==> src/rtl/gfx_pkg.sv <==
// Shared graphics definitions: default pixel format, colour key and fade state encoding.
package gfx_pkg;

  localparam int          DEF_N_LAYERS    = 4;
  localparam int          DEF_RGB_W       = 12;
  localparam logic [11:0] DEF_KEY_RGB     = 12'h0F0;
  localparam int          DEF_FRAMES_STEP = 2;

  // Full brightness level; the fade multiplier is level/16.
  localparam logic [4:0]  FADE_FULL       = 5'd16;

  typedef enum logic [1:0] {
    BRIGHT,
    FADE_OUT,
    DARK,
    FADE_IN
  } fade_state_e;

endpackage

==> src/rtl/fade_ctrl.sv <==
// Frame-synchronous fade engine: walks the brightness level between 0 and 16,
// one step every FRAMES_STEP frame_start pulses, with mid-fade reversal.
module fade_ctrl
  import gfx_pkg::*;
#(
  parameter int FRAMES_STEP = DEF_FRAMES_STEP
) (
  input  logic       clk,
  input  logic       reset,
  input  logic       frame_start,
  input  logic       fade_out,
  input  logic       fade_in,
  output logic [4:0] fade_level,
  output logic       fade_busy,
  output logic       fade_done
);

  localparam int CNT_W = (FRAMES_STEP > 1) ? $clog2(FRAMES_STEP) : 1;
  localparam logic [CNT_W-1:0] CNT_LAST = CNT_W'(FRAMES_STEP - 1);

  fade_state_e      state_q, state_d;
  logic [4:0]       level_q, level_d;
  logic [CNT_W-1:0] cnt_q, cnt_d;
  logic             done_q, done_d;

  // State, level, frame counter and done pulse registers.
  always_ff @(posedge clk or posedge reset) begin
    if (reset) begin
      state_q <= BRIGHT;
      level_q <= FADE_FULL;
      cnt_q   <= '0;
      done_q  <= 1'b0;
    end else begin
      state_q <= state_d;
      level_q <= level_d;
      cnt_q   <= cnt_d;
      done_q  <= done_d;
    end
  end

  // Next-state logic; fade_out beats fade_in, and a reversal takes priority over a frame step.
  always_comb begin
    state_d = state_q;
    level_d = level_q;
    cnt_d   = cnt_q;
    done_d  = 1'b0;
    unique case (state_q)
      BRIGHT: begin
        if (fade_out) begin
          state_d = FADE_OUT;
          cnt_d   = '0;
        end
      end
      DARK: begin
        if (!fade_out && fade_in) begin
          state_d = FADE_IN;
          cnt_d   = '0;
        end
      end
      FADE_OUT: begin
        if (!fade_out && fade_in) begin
          cnt_d = '0;
          if (level_q == FADE_FULL) begin
            state_d = BRIGHT;
            done_d  = 1'b1;
          end else begin
            state_d = FADE_IN;
          end
        end else if (frame_start) begin
          if (cnt_q == CNT_LAST) begin
            cnt_d   = '0;
            level_d = level_q - 5'd1;
            if (level_q == 5'd1) begin
              state_d = DARK;
              done_d  = 1'b1;
            end
          end else begin
            cnt_d = cnt_q + CNT_W'(1);
          end
        end
      end
      FADE_IN: begin
        if (fade_out) begin
          cnt_d = '0;
          if (level_q == 5'd0) begin
            state_d = DARK;
            done_d  = 1'b1;
          end else begin
            state_d = FADE_OUT;
          end
        end else if (frame_start) begin
          if (cnt_q == CNT_LAST) begin
            cnt_d   = '0;
            level_d = level_q + 5'd1;
            if (level_q == FADE_FULL - 5'd1) begin
              state_d = BRIGHT;
              done_d  = 1'b1;
            end
          end else begin
            cnt_d = cnt_q + CNT_W'(1);
          end
        end
      end
      default: begin
        state_d = BRIGHT;
        level_d = FADE_FULL;
        cnt_d   = '0;
      end
    endcase
  end

  assign fade_level = level_q;
  assign fade_busy  = (state_q == FADE_OUT) || (state_q == FADE_IN);
  assign fade_done  = done_q;

endmodule

==> src/rtl/layer_compositor.sv <==
// N-layer pixel compositor: priority select with colour-key transparency,
// then per-channel brightness scaling from the fade engine. Two-cycle latency.
module layer_compositor
  import gfx_pkg::*;
#(
  parameter int               N_LAYERS    = DEF_N_LAYERS,
  parameter int               RGB_W       = DEF_RGB_W,
  parameter logic [RGB_W-1:0] KEY_RGB     = RGB_W'(DEF_KEY_RGB),
  parameter int               FRAMES_STEP = DEF_FRAMES_STEP
) (
  input  logic                      clk,
  input  logic                      reset,
  input  logic                      frame_start,
  input  logic                      video_off,
  input  logic [N_LAYERS*RGB_W-1:0] layer_rgb,
  input  logic [N_LAYERS-1:0]       layer_on,
  input  logic [N_LAYERS-1:0]       layer_en,
  input  logic [RGB_W-1:0]          bg_rgb,
  input  logic                      fade_out,
  input  logic                      fade_in,
  output logic [RGB_W-1:0]          rgb_out,
  output logic [4:0]                fade_level,
  output logic                      fade_busy,
  output logic                      fade_done
);

  localparam int CH_W = RGB_W / 3;

  logic [N_LAYERS-1:0] hit;
  logic [RGB_W-1:0]    pix_q, pix_d;
  logic [RGB_W-1:0]    rgb_out_q, rgb_out_d;
  logic [CH_W+4:0]     prod;

  fade_ctrl #(
    .FRAMES_STEP(FRAMES_STEP)
  ) u_fade_ctrl (
    .clk        (clk),
    .reset      (reset),
    .frame_start(frame_start),
    .fade_out   (fade_out),
    .fade_in    (fade_in),
    .fade_level (fade_level),
    .fade_busy  (fade_busy),
    .fade_done  (fade_done)
  );

  // A layer competes only when it covers the pixel, is enabled and is not the key colour.
  for (genvar i = 0; i < N_LAYERS; i++) begin : g_hit
    assign hit[i] = layer_on[i] & layer_en[i] &
                    (layer_rgb[i*RGB_W +: RGB_W] != KEY_RGB);
  end

  // Priority select: scan from the lowest priority up so the lowest index wins.
  always_comb begin
    pix_d = bg_rgb;
    for (int i = N_LAYERS - 1; i >= 0; i--) begin
      if (hit[i]) pix_d = layer_rgb[i*RGB_W +: RGB_W];
    end
    if (video_off) pix_d = '0;
  end

  // Brightness scaling: each channel times level/16, so level 16 is an exact pass-through.
  always_comb begin
    prod      = '0;
    rgb_out_d = '0;
    for (int c = 0; c < 3; c++) begin
      prod = {5'b0, pix_q[c*CH_W +: CH_W]} * {{CH_W{1'b0}}, fade_level};
      rgb_out_d[c*CH_W +: CH_W] = CH_W'(prod >> 4);
    end
  end

  // Two pipeline stages: selected pixel, then scaled output.
  always_ff @(posedge clk or posedge reset) begin
    if (reset) begin
      pix_q     <= '0;
      rgb_out_q <= '0;
    end else begin
      pix_q     <= pix_d;
      rgb_out_q <= rgb_out_d;
    end
  end

  assign rgb_out = rgb_out_q;

endmodule
==> config.mk <==
export PLATFORM = sky130hd
export DESIGN_NAME = layer_compositor
export DESIGN_NICKNAME = d
export VERILOG_FILES = /design/src/rtl/gfx_pkg.sv /design/src/rtl/fade_ctrl.sv /design/src/rtl/layer_compositor.sv
export SDC_FILE = /design/constraint.sdc
export NUM_CORES = 1
export LEC_CHECK = 0
export CAP_MARGIN = 30
export CORE_UTILIZATION = 49
export CTS_CLUSTER_DIAMETER = 200
export DETAILED_ROUTE_END_ITERATION = 10
export PLACE_DENSITY = 0.81
export SYNTH_ARGS = -nofsm -noshare
export SYNTH_HDL_FRONTEND = slang
export SYNTH_HIERARCHICAL = 1
export SYNTH_SLANG_ARGS = --single-unit
==> constraint.sdc <==
create_clock -name clk -period 3.6 [get_ports clk]
set_input_delay 0.36 -clock clk [delete_from_list [all_inputs] [get_ports clk]]
set_output_delay 0.36 -clock clk [all_outputs]
set_load 0.02 [all_outputs]
* After elaboration in Yosys (flattened, before gate mapping)
Cells that the tools add are included.
Storage, ports and cells: flip-flop bits (word level) 33, output and inout port bits 19, word-level logic and storage cells 96
Operators by class: add/sub/neg operators 3, multipliers 3, equality and inequality tests 24, muxes and demuxes 43, bitwise gates (word level) 8, reduce and logical (&&, ||, !) cells 9
Operators with widths (number):
- two-way mux 12 bit | 5
- != test 12 x 8 -> 1 bit (second input constant) | 4
- two-way mux 5 bit | 6
- multiplier 4 x 5 -> 8 bit | 3
- two-way mux 2 bit | 12
- two-way mux 1 bit | 16
- != test 2 bit (second input constant) | 5
- case mux 5 bit (2 select lines) | 1
- != test 3 x 2 -> 1 bit (second input constant) | 3
- bitwise AND 1 bit | 8
- case mux 2 bit (4 select lines) | 1
- AND reduction 8 bit | 1
- AND reduction 7 bit | 1
- != test 2 x 1 -> 1 bit (second input constant) | 3
- != test 3 x 1 -> 1 bit (second input constant) | 2
- adder 5 x 1 -> 5 bit (second input constant) | 1
- == test 5 x 1 -> 1 bit (second input constant) | 1
- == test 5 x 4 -> 1 bit (second input constant) | 1
- == test 5 bit (second input constant) | 1
- logical NOT 5 bit | 1
- subtractor 5 x 1 -> 5 bit (second input constant) | 1
- == test 2 bit (second input constant) | 2
- case mux 1 bit (4 select lines) | 1
- != test 3 bit (second input constant) | 1
- 9 further kinds | 9

* Logic depth before layout (Yosys ltp)
Gate-level depths: netlist of run 1.
depth after elaboration 7, mapped depth 11, gate-level depth less buffers 10

* Hierarchy
Netlist of run 1, hierarchy kept.
By module, submodules not included:
- layer_compositor | instances 1, cells each 293, area an instance 2671.3 µm², seq. area each 600.6 µm²
- fade_ctrl | instances 1, cells each 72, area an instance 691.9 µm², seq. area each 226.5 µm²

* Worst setup path before layout of run 1
Ideal clock, no wire load.
kind reg-to-reg, from reg u_fade_ctrl.level_q[2], in the netlist u_fade_ctrl/fade_level[2], to reg rgb_out_q[11], in the netlist rgb_out[11], arrival 3.117 ns, data required time 3.531 ns, path slack 0.414 ns, cell stages (with the launch flop) 12, path buffers 1, clock period less this slack 3.186 ns, cells stage by stage dfrtp_1 clkbuf_1 nand2_1 fa_1 inv_1 fa_1 ha_1 and4_1 a21oi_1 o21bai_1 a2111o_1 nand3_1
Between the ends: word-level cells in the longest chain between the ends 1
RTL lines:
- from (decl) | RTL line fade_ctrl.sv:22 | logic [4:0] level_q, level_d;
- from (signal assigned) | RTL line fade_ctrl.sv:35 | level_q <= level_d;
- multiplier 4 x 5 -> 8 bit | RTL line layer_compositor.sv:67 | prod = {5'b0, pix_q[c*CH_W +: CH_W]} * {{CH_W{1'b0}}, fade_level};
- net prod[7] | RTL line layer_compositor.sv:32 | logic [CH_W+4:0] prod;
- to (signal assigned) | RTL line layer_compositor.sv:79 | rgb_out_q <= rgb_out_d;
- to (decl) | RTL line layer_compositor.sv:31 | logic [RGB_W-1:0] rgb_out_q, rgb_out_d;
The timed path passes the listed nets, and every way through them passes these cells. A chain may end at the register's enable or synchronous reset.

* Worst setup path after layout of run 1
from reg u_fade_ctrl.level_q[0], in the netlist u_fade_ctrl/fade_level[0], to reg rgb_out_q[11], in the netlist rgb_out[11]
The elaborated chain is that of the path after synthesis.

==> out/results.ini, run 1 <==
[run_status]
status = finished, violations left
failed_checks = DRC

[pwr]
peakVddDrop_mv = 0.2462
finalPower_w = 0.002220
p_per_area_mw_per_mm2 = 496.4
leakage_nw = 2.041

[setup_path]
critPathMaxStageDelay_ns = 0.56
arrival_ns = 3.39
crit_chain = nand2_1 -> fa_1 -> inv_1 -> fa_1 -> ha_1 -> and4_1 -> a21oi_1 -> o21bai_1 -> a2111o_1 -> nand3_1
critPathRequiredTime_ns = 3.83
path_common_cell = fa_1
critPathBufInv = 1
crit_family = adder cells
crit_fanout = 13
endpoint_kind = flop
cp_slowest_cell = dfrtp_1
cp-start-kind = flop
worst-setup-path-type = flop to flop

[timing]
skew_ns = 0.008093
rsz0062_at_grt = false
drv_slew = 0
tightest_slew_ns = 0.6725
setup_tns_ns = 0
maxSlewHeadroom_pct = 54.54
fin_ws_ns = 0.4360
finalCritPeriodShare_pct = 87.89
min_period_ns = 3.164
fin_hold_ws_ns = 0.3809
finalHoldViolCount = 0
setup_viol = 0
fmax_ghz = 0.3161

[placed_design]
place_hpwl_mm = 6.441
dp_slack_ns = 0.4598
dp.cells = 526
io_buffers = 92
routabilityCongestion = 0.8464

[layout]
diodes = 0
fin_nets = 578
layout_commonest_cell = clkdlybuf4s50_1
final_cell_mix = clkdlybuf4s50_1, and2_1, nand2_1
final_layout_size_suffix_gt1_share_pct = 6.550
fin_cells = 535
area_delta_synth_final_pct = 32.96

[clocking]
cts_sinks = 33
clk_pin_slew_ns = 0.07
ctsResizeCount = 0
cts_buffers = 5
clockRootBuffer = clkbuf_8
cts.hold.buffers_added = 0
clk_path_buf_depth = 2
insertion_delay_ns = 0.29
htree_levels = 2
post_cts_buffers = 0
cts_tree = built

[global_route]
grt_pass1_vias = 3137
grt_first_pass_wirelength_mm = 13.83
grt_usage_pct = 23.92
overflow = 0
antenna_found_initial = 0
grt_max_degree = 25

[synthesis]
yosys_warnings = 6
yosysUniqueCellTypes = 61
synth_edf_count = 0
ys.flop_type = dfrtp_1
avgSynthCellArea_um2 = 9.214
synth_nets = 486
async_reset_ff_share_pct = 100.0
netlist.area_leader.share_pct = 23.81
netlist_area_mm2 = 0.003363
synth_top_cell_by_area = dfrtp_1
ys_top_cells_by_area = dfrtp_1, ha_1, fa_1
ys_seq_elements = 33
synth_cells = 365
yosysSeqAreaShare_pct = 24.59

[floorplanning]
core_mm2 = 0.006495
num_rows = 29
ios = 93
die_area_mm2 = 0.007199
die_y_um = 84.85
start_util_pct = 51.78
chipWidth_um = 84.85

[drt]
drt_iter0_drc = 80
dr.pass1.iters = 9
antenna_left = 0
wire_per_inst_um = 14.74
vias_per_cell = 5.701
drc_errors = 2
routed_wl_mm = 7.885
route.vias.total = 3050

[job]
cap_violations = 0

[min_path]
hold_class = primary input to asynchronous set/reset pin

-- cells in the mapped netlist (all sizes together) (4+ instances only) --
cell	n
and2	38
nand2	35
dfrtp	32
ha	32
inv	28
nor2	21
fa	15
xnor2	15
a21oi	10
clkbuf	10
o21ai	10
a211oi	9
nor4b	8
mux2i	7
nor3	7
a31oi	6
xor2	6
a211o	5
a22oi	5
nand3	5
and3	4
and4	4
-- sequential cells by signal (all words and copies together), names as in the netlist, named ones only --
register	cells
pix_q	12
rgb_out	12
u_fade_ctrl/fade_level	5
u_fade_ctrl/cnt_q	1
u_fade_ctrl/fade_done	1
u_fade_ctrl/state_q	1
-- worst register-to-register path: cells and delay by family, from the launching register on --
family / cells / cell delay, ns
AOI/OAI and AO/OA: 3 / 0.81
adders and majority gates: 3 / 1.31
buffers and inverters: 1 / 0.05
DFF: 1 / 0.56
and+or+nand+nor: 3 / 0.37
-- layout make-up --
cell class | count | area [um2]
clock buffer | 8 | 90.09
fill | 526 | 2023
inverter | 28 | 105.1
multi-input combinational | 291 | 2367
sequential | 33 | 827.0
tap | 77 | 96.34
timing repair buffer | 98 | 985.9
-- layer usage --
layer | GRT usage (%) | vias up | routed length [um]
li1 | - | 1485 | -
met1 | 28.63 | 1457 | 3358
met2 | 43.46 | 94 | 3993
met3 | 3.891 | 14 | 384
met4 | 8.475 | 0 | 148
met5 | 0 | - | 0
-- power by group --
part	internal (W)	switching [W]	leakage, nW
registers	0.000494	0.000169	0.416
clock network	0.000156	0.000131	0.0455
logic	0.000626	0.000643	1.58
-- path summary, 6_finish.rpt --
check                                               start                end  slack (ns)  depth (start not counted)
worst min register to register          u_fade_ctrl/cnt_q  u_fade_ctrl/cnt_q        0.60                          2
worst max-delay path            u_fade_ctrl/fade_level[0]        rgb_out[11]        0.44                         10
min in group clk                        u_fade_ctrl/cnt_q  u_fade_ctrl/cnt_q        0.60                          2
worst min-delay path                                reset         rgb_out[0]        0.38                          2
worst max register to register  u_fade_ctrl/fade_level[0]        rgb_out[11]        0.44                         10
max in group asynchronous                           reset         rgb_out[4]        2.82                          3
-- metrics by stage --
stage	instance area [um2]	util, %
3_3_place_gp	4354	67.04
3_5_place_dp	4354	67.04
6_report	4472	68.85
4_1_cts	4444	68.43
2_1_floorplan	3363	-
5_1_grt	4472	68.85
-- kinds of logic (layout without fill, tap and decap cells) --
logic type | count (synthesis) | count (layout) | share of synthesized area, %
fa+ha+maj | 47 | 47 | 20.83
flops | 33 | 33 | 24.59
buf+inv | 41 | 134 | 5.022
xor+xnor | 21 | 21 | 5.469
compound gates | 73 | 73 | 16.82
mux | 8 | 8 | 2.418
simple gates | 142 | 142 | 24.85
Power figures use the tool's default switching activity.
==> run 2: changes to the inputs <==
--- a/config.mk
+++ b/config.mk
@@ -6,6 +6,7 @@
 export NUM_CORES = 1
 export LEC_CHECK = 0
 export CAP_MARGIN = 30
+export CORE_MARGIN = 8
 export CORE_UTILIZATION = 49
 export CTS_CLUSTER_DIAMETER = 200
 export DETAILED_ROUTE_END_ITERATION = 10
==> run 2 against run 1 <==
- the run now ends clean
- design area decreased by 0.28%
- final cell count up 0.37%
- die area increased by 36%
- sequential share of layout area up 0.052 points
- global-route usage decreased by 5.7 points
- critical path type unchanged
- critical endpoint unchanged
==> out/results.ini, run 2 (synthesis gave the netlist of run 1 again) <==
[clocking]
ctsResizeCount = 0
clk_path_buf_depth = 2
cts_sinks = 33
htree_levels = 2
clockRootBuffer = clkbuf_8
post_cts_buffers = 0
cts_tree = built
cts.hold.buffers_added = 0
clk_pin_slew_ns = 0.07
insertion_delay_ns = 0.28
cts_buffers = 5

[timing]
finalCritPeriodShare_pct = 87.62
tightest_slew_ns = 0.6710
rsz0062_at_grt = false
setup_viol = 0
fmax_ghz = 0.3170
fin_ws_ns = 0.4457
maxSlewHeadroom_pct = 54.11
min_period_ns = 3.154
skew_ns = 0.01003
finalHoldViolCount = 0
drv_slew = 0
setup_tns_ns = 0

[drt]
routed_wl_mm = 8.565
dr.pass1.iters = 5
antenna_left = 0
drt_iter0_drc = 81
vias_per_cell = 5.583
drc_errors = 0
route.vias.total = 2998
wire_per_inst_um = 15.95

[setup_path]
critPathRequiredTime_ns = 3.82
endpoint_kind = flop
arrival_ns = 3.37
r2r_slack_ns = 0.45
cp-start-kind = flop
crit_fanout = 13
worst-setup-path-type = flop to flop

[min_path]
hold_class = primary input to asynchronous set/reset pin

[placed_design]
place_hpwl_mm = 7.302
routabilityCongestion = 0.8373
dp_slack_ns = 0.4419
io_buffers = 92

[layout]
final_layout_size_suffix_gt1_share_pct = 6.346
final_cell_mix = clkdlybuf4s50_1, and2_1, nand2_1
fin_nets = 577
layout_commonest_cell = clkdlybuf4s50_1
fin_util_pct = 66.37
diodes = 0
area_delta_synth_final_pct = 32.59

[run_status]
status = completed

[global_route]
grt_pass1_vias = 3266
overflow = 0
grt_max_degree = 25
grt_usage_pct = 18.21
antenna_found_initial = 0
grt_first_pass_wirelength_mm = 14.77

[floorplanning]
core_mm2 = 0.006719
ios = 93
die_y_um = 98.85
chipWidth_um = 98.85
die_area_mm2 = 0.009770
start_util_pct = 50.06
num_rows = 30

[pwr]
peakVddDrop_mv = 0.1767
leakage_nw = 2.032
p_per_area_mw_per_mm2 = 491.3

[job]
cap_violations = 0

[run 2: layer usage]
| metal | wire (um) | global-route usage, % |
|---|---|---|
| met5 | 0 | 0 |
| met4 | 96 | 4.604 |
| met3 | 639 | 5.285 |
| met2 | 4410 | 33.37 |
| met1 | 3418 | 19.92 |
[run 2: layout make-up]
class | instances | area (um2)
clock inverter | 1 | 5.005
timing repair buffer | 97 | 978.4
multi-input combinational | 291 | 2367
fill | 533 | 2260
clock buffer | 7 | 76.32
sequential | 33 | 827.0
inverter | 28 | 105.1
tap | 80 | 100.1
[run 2: worst paths after layout]
check	from	to	cells after the start
worst max register to register	u_fade_ctrl/fade_level[0]	rgb_out[11]	10
worst min-delay path	reset	rgb_out[10]	2
worst min register to register	u_fade_ctrl/cnt_q	u_fade_ctrl/cnt_q	2
min in group clk	u_fade_ctrl/cnt_q	u_fade_ctrl/cnt_q	2
max in group asynchronous	reset	pix_q[8]	3
worst max-delay path	u_fade_ctrl/fade_level[0]	rgb_out[11]	10
[run 2: power by group]
part | switching (W) | internal (W)
logic | 0.000639 | 0.000625
clock network | 0.000129 | 0.000136
registers | 0.000168 | 0.000494
[run 2: worst max-delay path: stages (launching register included)]
cell and delay, ns:
dfrtp_1 0.55, nand2_1 0.13, fa_1 0.55, inv_1 0.05
fa_1 0.47, ha_1 0.30, and4_1 0.15, a21oi_1 0.22
o21bai_1 0.16, a2111o_1 0.42, nand3_1 0.08
[run 2: per-stage QoR]
stage / cell area (um2) / std cells / hold slack (ns) / power, W
2_1_floorplan: 3363 / 365 / 0.1872 / 0.001466
3_3_place_gp: 4350 / 528 / 0.5788 / 0.001887
3_5_place_dp: 4350 / 528 / 0.6036 / 0.001940
4_1_cts: 4432 / 536 / 0.3916 / 0.002210
5_1_grt: 4459 / 537 / 0.3808 / 0.002395
6_report: 4459 / 537 / 0.3688 / 0.002191
==> run 3: changes to the inputs <==
--- a/config.mk
+++ b/config.mk
@@ -5,12 +5,11 @@
 export SDC_FILE = /design/constraint.sdc
 export NUM_CORES = 1
 export LEC_CHECK = 0
-export CAP_MARGIN = 30
+export CAP_MARGIN = 20
 export CORE_MARGIN = 8
-export CORE_UTILIZATION = 49
+export CORE_UTILIZATION = 30
 export CTS_CLUSTER_DIAMETER = 200
 export DETAILED_ROUTE_END_ITERATION = 10
-export PLACE_DENSITY = 0.81
 export SYNTH_ARGS = -nofsm -noshare
 export SYNTH_HDL_FRONTEND = slang
 export SYNTH_HIERARCHICAL = 1
==> run 3 against run 2 <==
- critical path depth unchanged
- die area up 52%
- register-to-register slack worse by 0.06 ns
==> out/results.ini, run 3 (synthesis gave the netlist of run 1 again) <==
[timing]
finalHoldViolCount = 0
skew_ns = 0.01715
tightest_slew_ns = 0.7259
rsz0062_at_grt = false
fin_ws_ns = 0.3877
setup_tns_ns = 0
finalCritPeriodShare_pct = 89.23
fmax_ghz = 0.3113
fin_hold_ws_ns = 0.3683
min_period_ns = 3.212
maxSlewHeadroom_pct = 51.38
setup_viol = 0
drv_slew = 0

[placed_design]
io_buffers = 92
place_hpwl_mm = 7.755
placed_area_mm2 = 0.004425
dp_slack_ns = 0.3722
routabilityCongestion = 0.7748

[clocking]
htree_levels = 2
post_cts_buffers = 0
clk_path_buf_depth = 2
clk_pin_slew_ns = 0.07
ctsResizeCount = 0
cts_buffers = 5
cts_tree = built
cts_sinks = 33
cts.hold.buffers_added = 0
clockRootBuffer = clkbuf_8
insertion_delay_ns = 0.29

[drt]
wire_per_inst_um = 15.66
antenna_left = 0
routed_wl_mm = 9.351
vias_per_cell = 5.087
route.vias.total = 3037
drc_errors = 0
drt_iter0_drc = 145
dr.pass1.iters = 4

[layout]
diodes = 0
n_fill_cell = 1105
area_delta_synth_final_pct = 35.08
design_area_mm2 = 0.004543
fin_util_pct = 41.73
layout_commonest_cell = clkdlybuf4s50_1
fin_nets = 577
final_cell_mix = clkdlybuf4s50_1, and2_1, nand2_1
final_layout_size_suffix_gt1_share_pct = 6.346

[min_path]
hold_class = primary input to asynchronous set/reset pin

[global_route]
grt_first_pass_wirelength_mm = 15.42
overflow = 0
grt_max_degree = 25
grt_pass1_vias = 3254
grt_usage_pct = 12.64
antenna_found_initial = 0

[floorplanning]
ios = 93
chipWidth_um = 121.9
die_y_um = 121.9
num_rows = 38
die_area_mm2 = 0.01485
start_util_pct = 30.89
core_mm2 = 0.01089

[job]
cap_violations = 0

[pwr]
peakVddDrop_mv = 0.2484
p_per_area_mw_per_mm2 = 492.1
leakage_nw = 2.036

[setup_path]
cp-start-kind = flop
arrival_ns = 3.44
endpoint_kind = flop
critPathRequiredTime_ns = 3.82
crit_fanout = 13
worst-setup-path-type = flop to flop

[run_status]
status = completed

[run 3: changes by cell type in the layout (fill, tap and decap cells not counted)]
cell      change
clkbuf_8      +1
clkinv_2      -1
[run 3: critical path, stage by stage (launching register included)]
cell and delay [ns]:
dfrtp_1 0.58, nand2_1 0.15, fa_1 0.56, inv_1 0.06, fa_1 0.47, ha_1 0.30, and4_1 0.15, a21oi_1 0.22
o21bai_1 0.16, a2111o_1 0.42, nand3_1 0.08
[run 3: worst paths after layout]
path,startpoint,end,slack (ns),depth (start not counted)
max,u_fade_ctrl/fade_level[0],rgb_out[11],0.39,10
min,reset,rgb_out[8],0.37,2
max reg2reg,u_fade_ctrl/fade_level[0],rgb_out[11],0.39,10
min reg2reg,u_fade_ctrl/cnt_q,u_fade_ctrl/cnt_q,0.64,2
max in group asynchronous,reset,rgb_out[5],2.82,3
min in group clk,u_fade_ctrl/cnt_q,u_fade_ctrl/cnt_q,0.64,2
[run 3: final cells by class]
type,count,area (um2),area share (%)
clock buffer,8,90.09,1.983
inverter,28,105.1,2.313
tap,140,175.2,3.856
sequential,33,827.0,18.20
multi-input combinational,291,2367,52.11
timing repair buffer,97,978.4,21.54
[run 3: where the power goes]
part / total, W / switching, W / internal [W]
Combinational: 0.00127 / 0.000644 / 0.000625
Sequential: 0.000671 / 0.000177 / 0.000494
Clock: 0.000296 / 0.000140 / 0.000156
[run 3: stage by stage]
| stage | power, W | instances |
|---|---|---|
| CTS | 0.002261 | 596 |
| finish | 0.002236 | 597 |
| floorplan | 0.001466 | 365 |
| global route | 0.002442 | 597 |
| global placement | 0.001921 | 588 |
| detailed placement | 0.001952 | 588 |
[run 3: layer usage]
metal,GRT usage [%],part of all wire [%]
met5,0,0
met3,4.535,8.1
met2,21.90,48
met1,14.64,43
met4,2.699,0.88
